$ cat config.mk
export PLATFORM = sky130hd
export DESIGN_NAME = ppi_port_a_strobed
export DESIGN_NICKNAME = d
export VERILOG_FILES = /design/src/rtl/ppi_port_a_strobed.sv
export SDC_FILE = /design/constraint.sdc
export NUM_CORES = 1
export LEC_CHECK = 0
export BUFFER_PORTS_ARGS = -buffer_cell sky130_fd_sc_hd__buf_2
export CORE_MARGIN = 2
export CORE_UTILIZATION = 40
export DETAILED_ROUTE_END_ITERATION = 6
export PLACE_DENSITY = 0.75
export SYNTH_ARGS = -nofsm -noshare
export SYNTH_HDL_FRONTEND = slang
export SYNTH_SLANG_ARGS = --single-unit
$ cat constraint.sdc
create_clock -name clk -period 4.65 [get_ports clk]
set_input_delay 1.395 -clock clk [delete_from_list [all_inputs] [get_ports clk]]
set_output_delay 1.395 -clock clk [all_outputs]
set_load 0.01 [all_outputs]
$ cat src/rtl/ppi_port_a_strobed.sv
// rtl/ppi_port_a_strobed.sv - PPI port A strobed I/O stage (mode 1 handshake)
// Holds the port A latch/output register and runs the STB/IBF and OBF/ACK handshakes.

module ppi_sync_edge #(
    parameter int STAGES = 2
) (
    input  logic clk,
    input  logic rst_n,
    input  logic i_async,
    output logic o_fall,
    output logic o_rise
);

    logic [STAGES-1:0] r_sync;
    logic              r_hist;

    // Preset high so the idle-high handshake lines never fake an edge out of reset
    always_ff @(posedge clk or negedge rst_n) begin
        if (!rst_n) begin
            r_sync <= '1;
            r_hist <= 1'b1;
        end else begin
            r_sync <= {r_sync[STAGES-2:0], i_async};
            r_hist <= r_sync[STAGES-1];
        end
    end

    assign o_fall = r_hist & ~r_sync[STAGES-1];
    assign o_rise = ~r_hist & r_sync[STAGES-1];

endmodule

module ppi_port_a_strobed #(
    parameter int WIDTH       = 8,
    parameter int SYNC_STAGES = 2
) (
    input  logic             clk,
    input  logic             rst_n,
    input  logic             cfg_dir,
    input  logic             cfg_inte,
    input  logic             wr_en,
    input  logic             rd_en,
    input  logic [WIDTH-1:0] bus_in,
    output logic [WIDTH-1:0] bus_out,
    output logic             bus_oe,
    input  logic [WIDTH-1:0] pa_in,
    output logic [WIDTH-1:0] pa_out,
    output logic             pa_oe,
    input  logic             stb_n,
    output logic             ibf,
    input  logic             ack_n,
    output logic             obf_n,
    output logic             intr,
    output logic             overrun
);

    logic [WIDTH-1:0] r_latch;
    logic [WIDTH-1:0] r_pa_out;
    logic             r_ibf;
    logic             r_obf_n;
    logic             r_intr_req;
    logic             r_overrun;
    logic             r_pa_oe;
    logic             r_dir_q;

    logic             w_stb_fall;
    logic             w_stb_rise;
    logic             w_ack_fall;
    logic             w_ack_rise;
    logic             w_dir_chg;

    ppi_sync_edge #(.STAGES(SYNC_STAGES)) u_stb_sync (
        .clk     (clk),
        .rst_n   (rst_n),
        .i_async (stb_n),
        .o_fall  (w_stb_fall),
        .o_rise  (w_stb_rise)
    );

    ppi_sync_edge #(.STAGES(SYNC_STAGES)) u_ack_sync (
        .clk     (clk),
        .rst_n   (rst_n),
        .i_async (ack_n),
        .o_fall  (w_ack_fall),
        .o_rise  (w_ack_rise)
    );

    assign w_dir_chg = r_dir_q ^ cfg_dir;

    always_ff @(posedge clk or negedge rst_n) begin
        if (!rst_n) begin
            r_latch    <= '0;
            r_pa_out   <= '0;
            r_ibf      <= 1'b0;
            r_obf_n    <= 1'b1;
            r_intr_req <= 1'b0;
            r_overrun  <= 1'b0;
            r_pa_oe    <= 1'b0;
            r_dir_q    <= 1'b1;
        end else begin
            r_dir_q <= cfg_dir;
            r_pa_oe <= ~cfg_dir;
            // A direction flip abandons any handshake in flight; the latch survives
            if (w_dir_chg) begin
                r_ibf      <= 1'b0;
                r_overrun  <= 1'b0;
                r_intr_req <= 1'b0;
                r_obf_n    <= 1'b1;
            end else if (cfg_dir) begin
                if (w_stb_fall) begin
                    // A read in the same cycle drains the old byte, so new data is not an overrun
                    if (!r_ibf || rd_en) begin
                        r_latch <= pa_in;
                        r_ibf   <= 1'b1;
                    end else begin
                        r_overrun <= 1'b1;
                    end
                end else if (rd_en) begin
                    r_ibf <= 1'b0;
                end
                if (rd_en) begin
                    r_intr_req <= 1'b0;
                end else if (w_stb_rise && r_ibf) begin
                    r_intr_req <= 1'b1;
                end
            end else begin
                if (wr_en) begin
                    r_pa_out   <= bus_in;
                    r_obf_n    <= 1'b0;
                    r_intr_req <= 1'b0;
                end else begin
                    if (w_ack_fall) begin
                        r_obf_n <= 1'b1;
                    end
                    if (w_ack_rise && r_obf_n) begin
                        r_intr_req <= 1'b1;
                    end
                end
            end
        end
    end

    assign bus_oe  = rd_en;
    assign bus_out = rd_en ? (cfg_dir ? r_latch : r_pa_out) : '0;
    assign pa_out  = r_pa_out;
    assign pa_oe   = r_pa_oe;
    assign ibf     = r_ibf;
    assign obf_n   = r_obf_n;
    assign intr    = r_intr_req & cfg_inte;
    assign overrun = r_overrun;

endmodule

Word-level counts from Yosys, hierarchy flattened
Cells that the tools add are included.

storage, ports and cells
  RAM bits = 0
  flip-flop bits (word level) = 28
  bits in latches = 0
  output and inout bits = 22
  word-level logic and storage cells = 64
  memories kept = 0
  bits in read-only memories = 0
  bits of input ports = 24

cells by class
  muxes and demuxes = 21
  $lt $le $gt $ge = 0
  shifts and indexed selects = 0
  $mul = 0
  bitwise logic cells = 12
  $add $sub $neg = 0
  equal/unequal tests = 4
  reduce and logical (&&, ||, !) cells = 15
  div/mod/pow operators = 0

operators with widths
  kind                                            count
  2-to-1 mux 1 bit                                19
  2-to-1 mux 8 bit                                2
  AND reduction 3 bit                             3
  NOT 1 bit                                       6
  nonzero test 3 bit                              2
  AND 1 bit                                       5
  != test 4 x 1 -> 1 bit (second input constant)  1
  AND reduction 2 bit                             2
  AND reduction 4 bit                             1
  nonzero test 2 bit                              2
  nonzero test 4 bit                              1
  != test 3 bit (second input constant)           1
  logical AND 1 bit                               2
  != test 2 x 1 -> 1 bit (second input constant)  1
  != test 2 bit (second input constant)           1
  zero test 1 bit                                 1
  logical OR 1 bit                                1
  bitwise XOR 1 bit                               1

Longest topological paths before layout
  depth after elaboration = 7
  depth in mapped cells = 6
  depth with buffers taken out = 5

By module
From an unflattened synthesis, not the netlist that was laid out.

unflattened totals
  cell total of the unflattened synthesis = 91
  area total of the unflattened synthesis = 1,271.2 um2

by module, submodules not included
  module              times used  area each (um2)  sequential area each (um2)  cells each
  ppi_port_a_strobed  1           1,083.5          553.0                       81
  ppi_sync_edge       2           93.8             78.8                        5

Worst setup path before layout
OpenSTA, ideal clock, no wires.

  path kind = input port to output port
  start point = input cfg_dir
  end point = output bus_out[0]
  data required time = 3.255 ns
  data arrival time = 1.890 ns
  setup slack = 1.365 ns
  stages = 3
  path buffers = 1
  path through = buf_2 -> mux2i_1 -> nor2_1

on the way
  longest elaborated chain between the ends = 2

RTL lines
  item                            line  source
  from (decl)                     39    input logic cfg_dir,
  2-to-1 mux 8 bit (2 in series)  144   assign bus_out = rd_en ? (cfg_dir ? r_latch : r_pa_out) : '0;
  to (decl)                       44    output logic [WIDTH-1:0] bus_out,

No other way between the ends.

Worst setup path in the final report
  start point = input cfg_dir
  end point = output bus_out[2]

The elaborated chain is that of the path after synthesis.

==> results.cfg <==
[drt]
viasPerCell = 5.00
dr_wl_met2_mm = 1.13
drc_errors = 2
met1_length_um = 990
drt-total-wl_mm = 2.28
vias = 830
ant_nets = 0
dr.max_layer_used = met4
drt_iter0_markers = 7
firstDrtPassIters = 6
wl_met3_um = 140
wl_per_cell_um = 13.8

[timing]
max_slew_margin_pct = 60.7
skew_ns = 0.0115
setup_viol_count_final = 0
rsz0062_at_grt = no
fin_crit_sh_pct = 76.4
hold_viol = 0
tns_ns = 0
drv_slew = 0
clock.fmax_mhz = 281
fin_crit_ns = 3.55
tightest_slew_ns = 0.590

[logic_synthesis]
synth_area_leaders = dfrtp_1 41%, dfstp_2 17%, mux2_2 15%, mux2i_1 6.6%, nor2_1 2.8%
yosysSeqAreaShare_pct = 58.8
postSynthAreaPerCell_sq_um = 13.7
yosys_warnings = 0
synth_cell_types = 24
synthDominantCellAreaShare_pct = 41.4
syn_inst = 88
syn_nets = 114
synth.largest_area_cell = dfrtp_1
ys_ff_latch = 28
syn-cell-area_sq_mm = 0.00121

[worst_setup_path]
worstPathArrival_ns = 2.16
start_kind = input port
worstPathCellList = buf_2 -> mux2i_1 -> nor2_1 -> buf_2
cp_slowest_cell = buf_2
crit_path_start = cfg_dir
timing.rr.start = r_dir_q$_DFF_PN1_
slowest_delay_ns = 0.33
required_ns = 3.25
critPathMostFrequentCell = buf_2
crit_family = buffers and inverters
cp_max_fo = 14
critPathBufInv = 2
crit_type = in2out
crit_path_end_kind = primary output

[clock_tree]
cts_made_buffers = 3
worstSkewPairLatency_ns = 0.32
cts_buffer_depth = 2
htree_levels = 1
cts.sinks = 28
cts_root_buf = clkbuf_4
cts_tree = done
cts-hold-fix-buffers = 0
post_cts_buffers = 0
ctsResizeCount = 0
clk_pin_slew_ns = 0.13

[global_routing]
grt_pass1_wl_mm = 3.73
antenna_found_initial = 0
grt_overflow = 0
grt_pass1_vias = 831
grt_max_degree = 29
grt.total_usage_pct = 14.4

[die]
std_cell_rows = 19
dieHeight_um = 59.0
dieArea_sq_mm = 0.00348
core_sq_mm = 0.00281
start_util_pct = 43.1
die_x_um = 59.0
ios = 46

[cells_and_area]
nets = 162
syn_to_final_growth_pct = 23.0
layout_commonest_cell = buf_2
fin_area_sq_mm = 0.00149
fin_cells = 166
layout_common_cells = 45 x buf_2, 20 x dfrtp_1, 16 x mux2_2
drive_above_1_share_pct = 55.6
diodes = 0

[status]
violations = design-rule violations
status = finished with violations

[placement]
dpl_cell_area_sq_mm = 0.00146
gp_congestion = 0.726
io_buffers = 45
placedCellCount = 162
hpwl_mm = 1.69

[pwr]
p_leak_uw = 0.000757
power_density_mw_per_mm2 = 361
ir_drop_mv = 0.211

[run]
cap_violations = 0

[worst_hold_path]
hp-class = reg2reg
holdCritStartpoint = u_ack_sync.r_sync[0]$_DFF_PN1_
[where the power goes]
part / total, uW / switching, uW / internal, uW
Clock: 98.6 / 65.1 / 33.5
Combinational: 127 / 60.2 / 67.2
Sequential: 311 / 25.3 / 286
Total: 537 / 151 / 387
[synth_stat cells]
library cell / n
and3b_1: 1
inv_1: 6
and2_1: 1
a31oi_1: 1
a21oi_1: 1
o41ai_1: 2
nand2b_2: 1
clkinv_1: 1
nand4b_4: 1
mux2_2: 16
nor3_4: 1
buf_4: 1
ha_1: 2
o22ai_1: 1
o21ai_0: 1
nor4_1: 1
dfrtp_1: 20
o22a_1: 1
buf_2: 1
nor2_1: 9
dfstp_2: 8
o2111ai_1: 1
mux2i_1: 8
nor2b_1: 2
[flip-flops by register name, indices dropped and copies added, names as in the netlist]
signal,flops
u_ack_sync.r_hist,1
ibf,1
obf_n,1
r_intr_req,1
u_stb_sync.r_sync,2
u_ack_sync.r_sync,2
pa_oe,1
pa_out,8
u_stb_sync.r_hist,1
r_dir_q,1
r_latch,8
overrun,1
[worst reg2reg max path, cell delays in order, from the launching register on]
cell     delay, ns
dfstp_2       0.56
inv_1         0.04
ha_1          0.35
nor3_4        0.42
mux2_2        0.39
[stage by stage]
step | setup WS (ns) | hold WS, ns | power, uW | util [%]
after CTS | 1.08 | 0.367 | 543 | 53.0
after floorplan | 1.36 | 0.345 | 387 | -
after global placement | 1.10 | 0.346 | 439 | 52.1
after detailed placement | 1.09 | 0.348 | 445 | 52.1
after global routing | 1.03 | 0.372 | 567 | 53.0
final | 1.10 | 0.366 | 537 | 53.0
[final timing paths]
path | endpoint | slack [ns] | cells after the start
hold reg to reg | u_ack_sync.r_sync[1]$_DFF_PN1_ | 0.37 | 0
setup reg to reg | pa_out[6]$_DFFE_PN0P_ | 2.78 | 4
hold / removal | u_ack_sync.r_sync[1]$_DFF_PN1_ | 0.37 | 0
max in group asynchronous | r_intr_req$_DFFE_PN0P_ | 3.20 | 1
min in group asynchronous | ibf$_DFFE_PN0P_ | 1.06 | 1
setup / recovery | bus_out[2] | 1.10 | 4
[cells by family after synthesis]
logic type	Yosys count	synth area share, %
mux	24	21.5
fa+ha+maj	2	2.07
flops	28	58.8
simple gates	17	9.63
compound gates	8	4.76
buf+inv	9	3.21
[layer usage]
layer  up-vias  global-route usage [%]
li1        402                       -
met1       398                    17.2
met5         -                       0
met2        28                    24.1
met3         2                    3.71
met4         0                    7.14
[cell type report]
class                      count  area, sq um
clock buffer                   4         26.3
tap                           31         38.8
timing repair buffer          45          225
inverter                       7         26.3
multi-input combinational     51          459
sequential                    28          711
fill                         264         1320
Power figures use the tool's default switching activity.
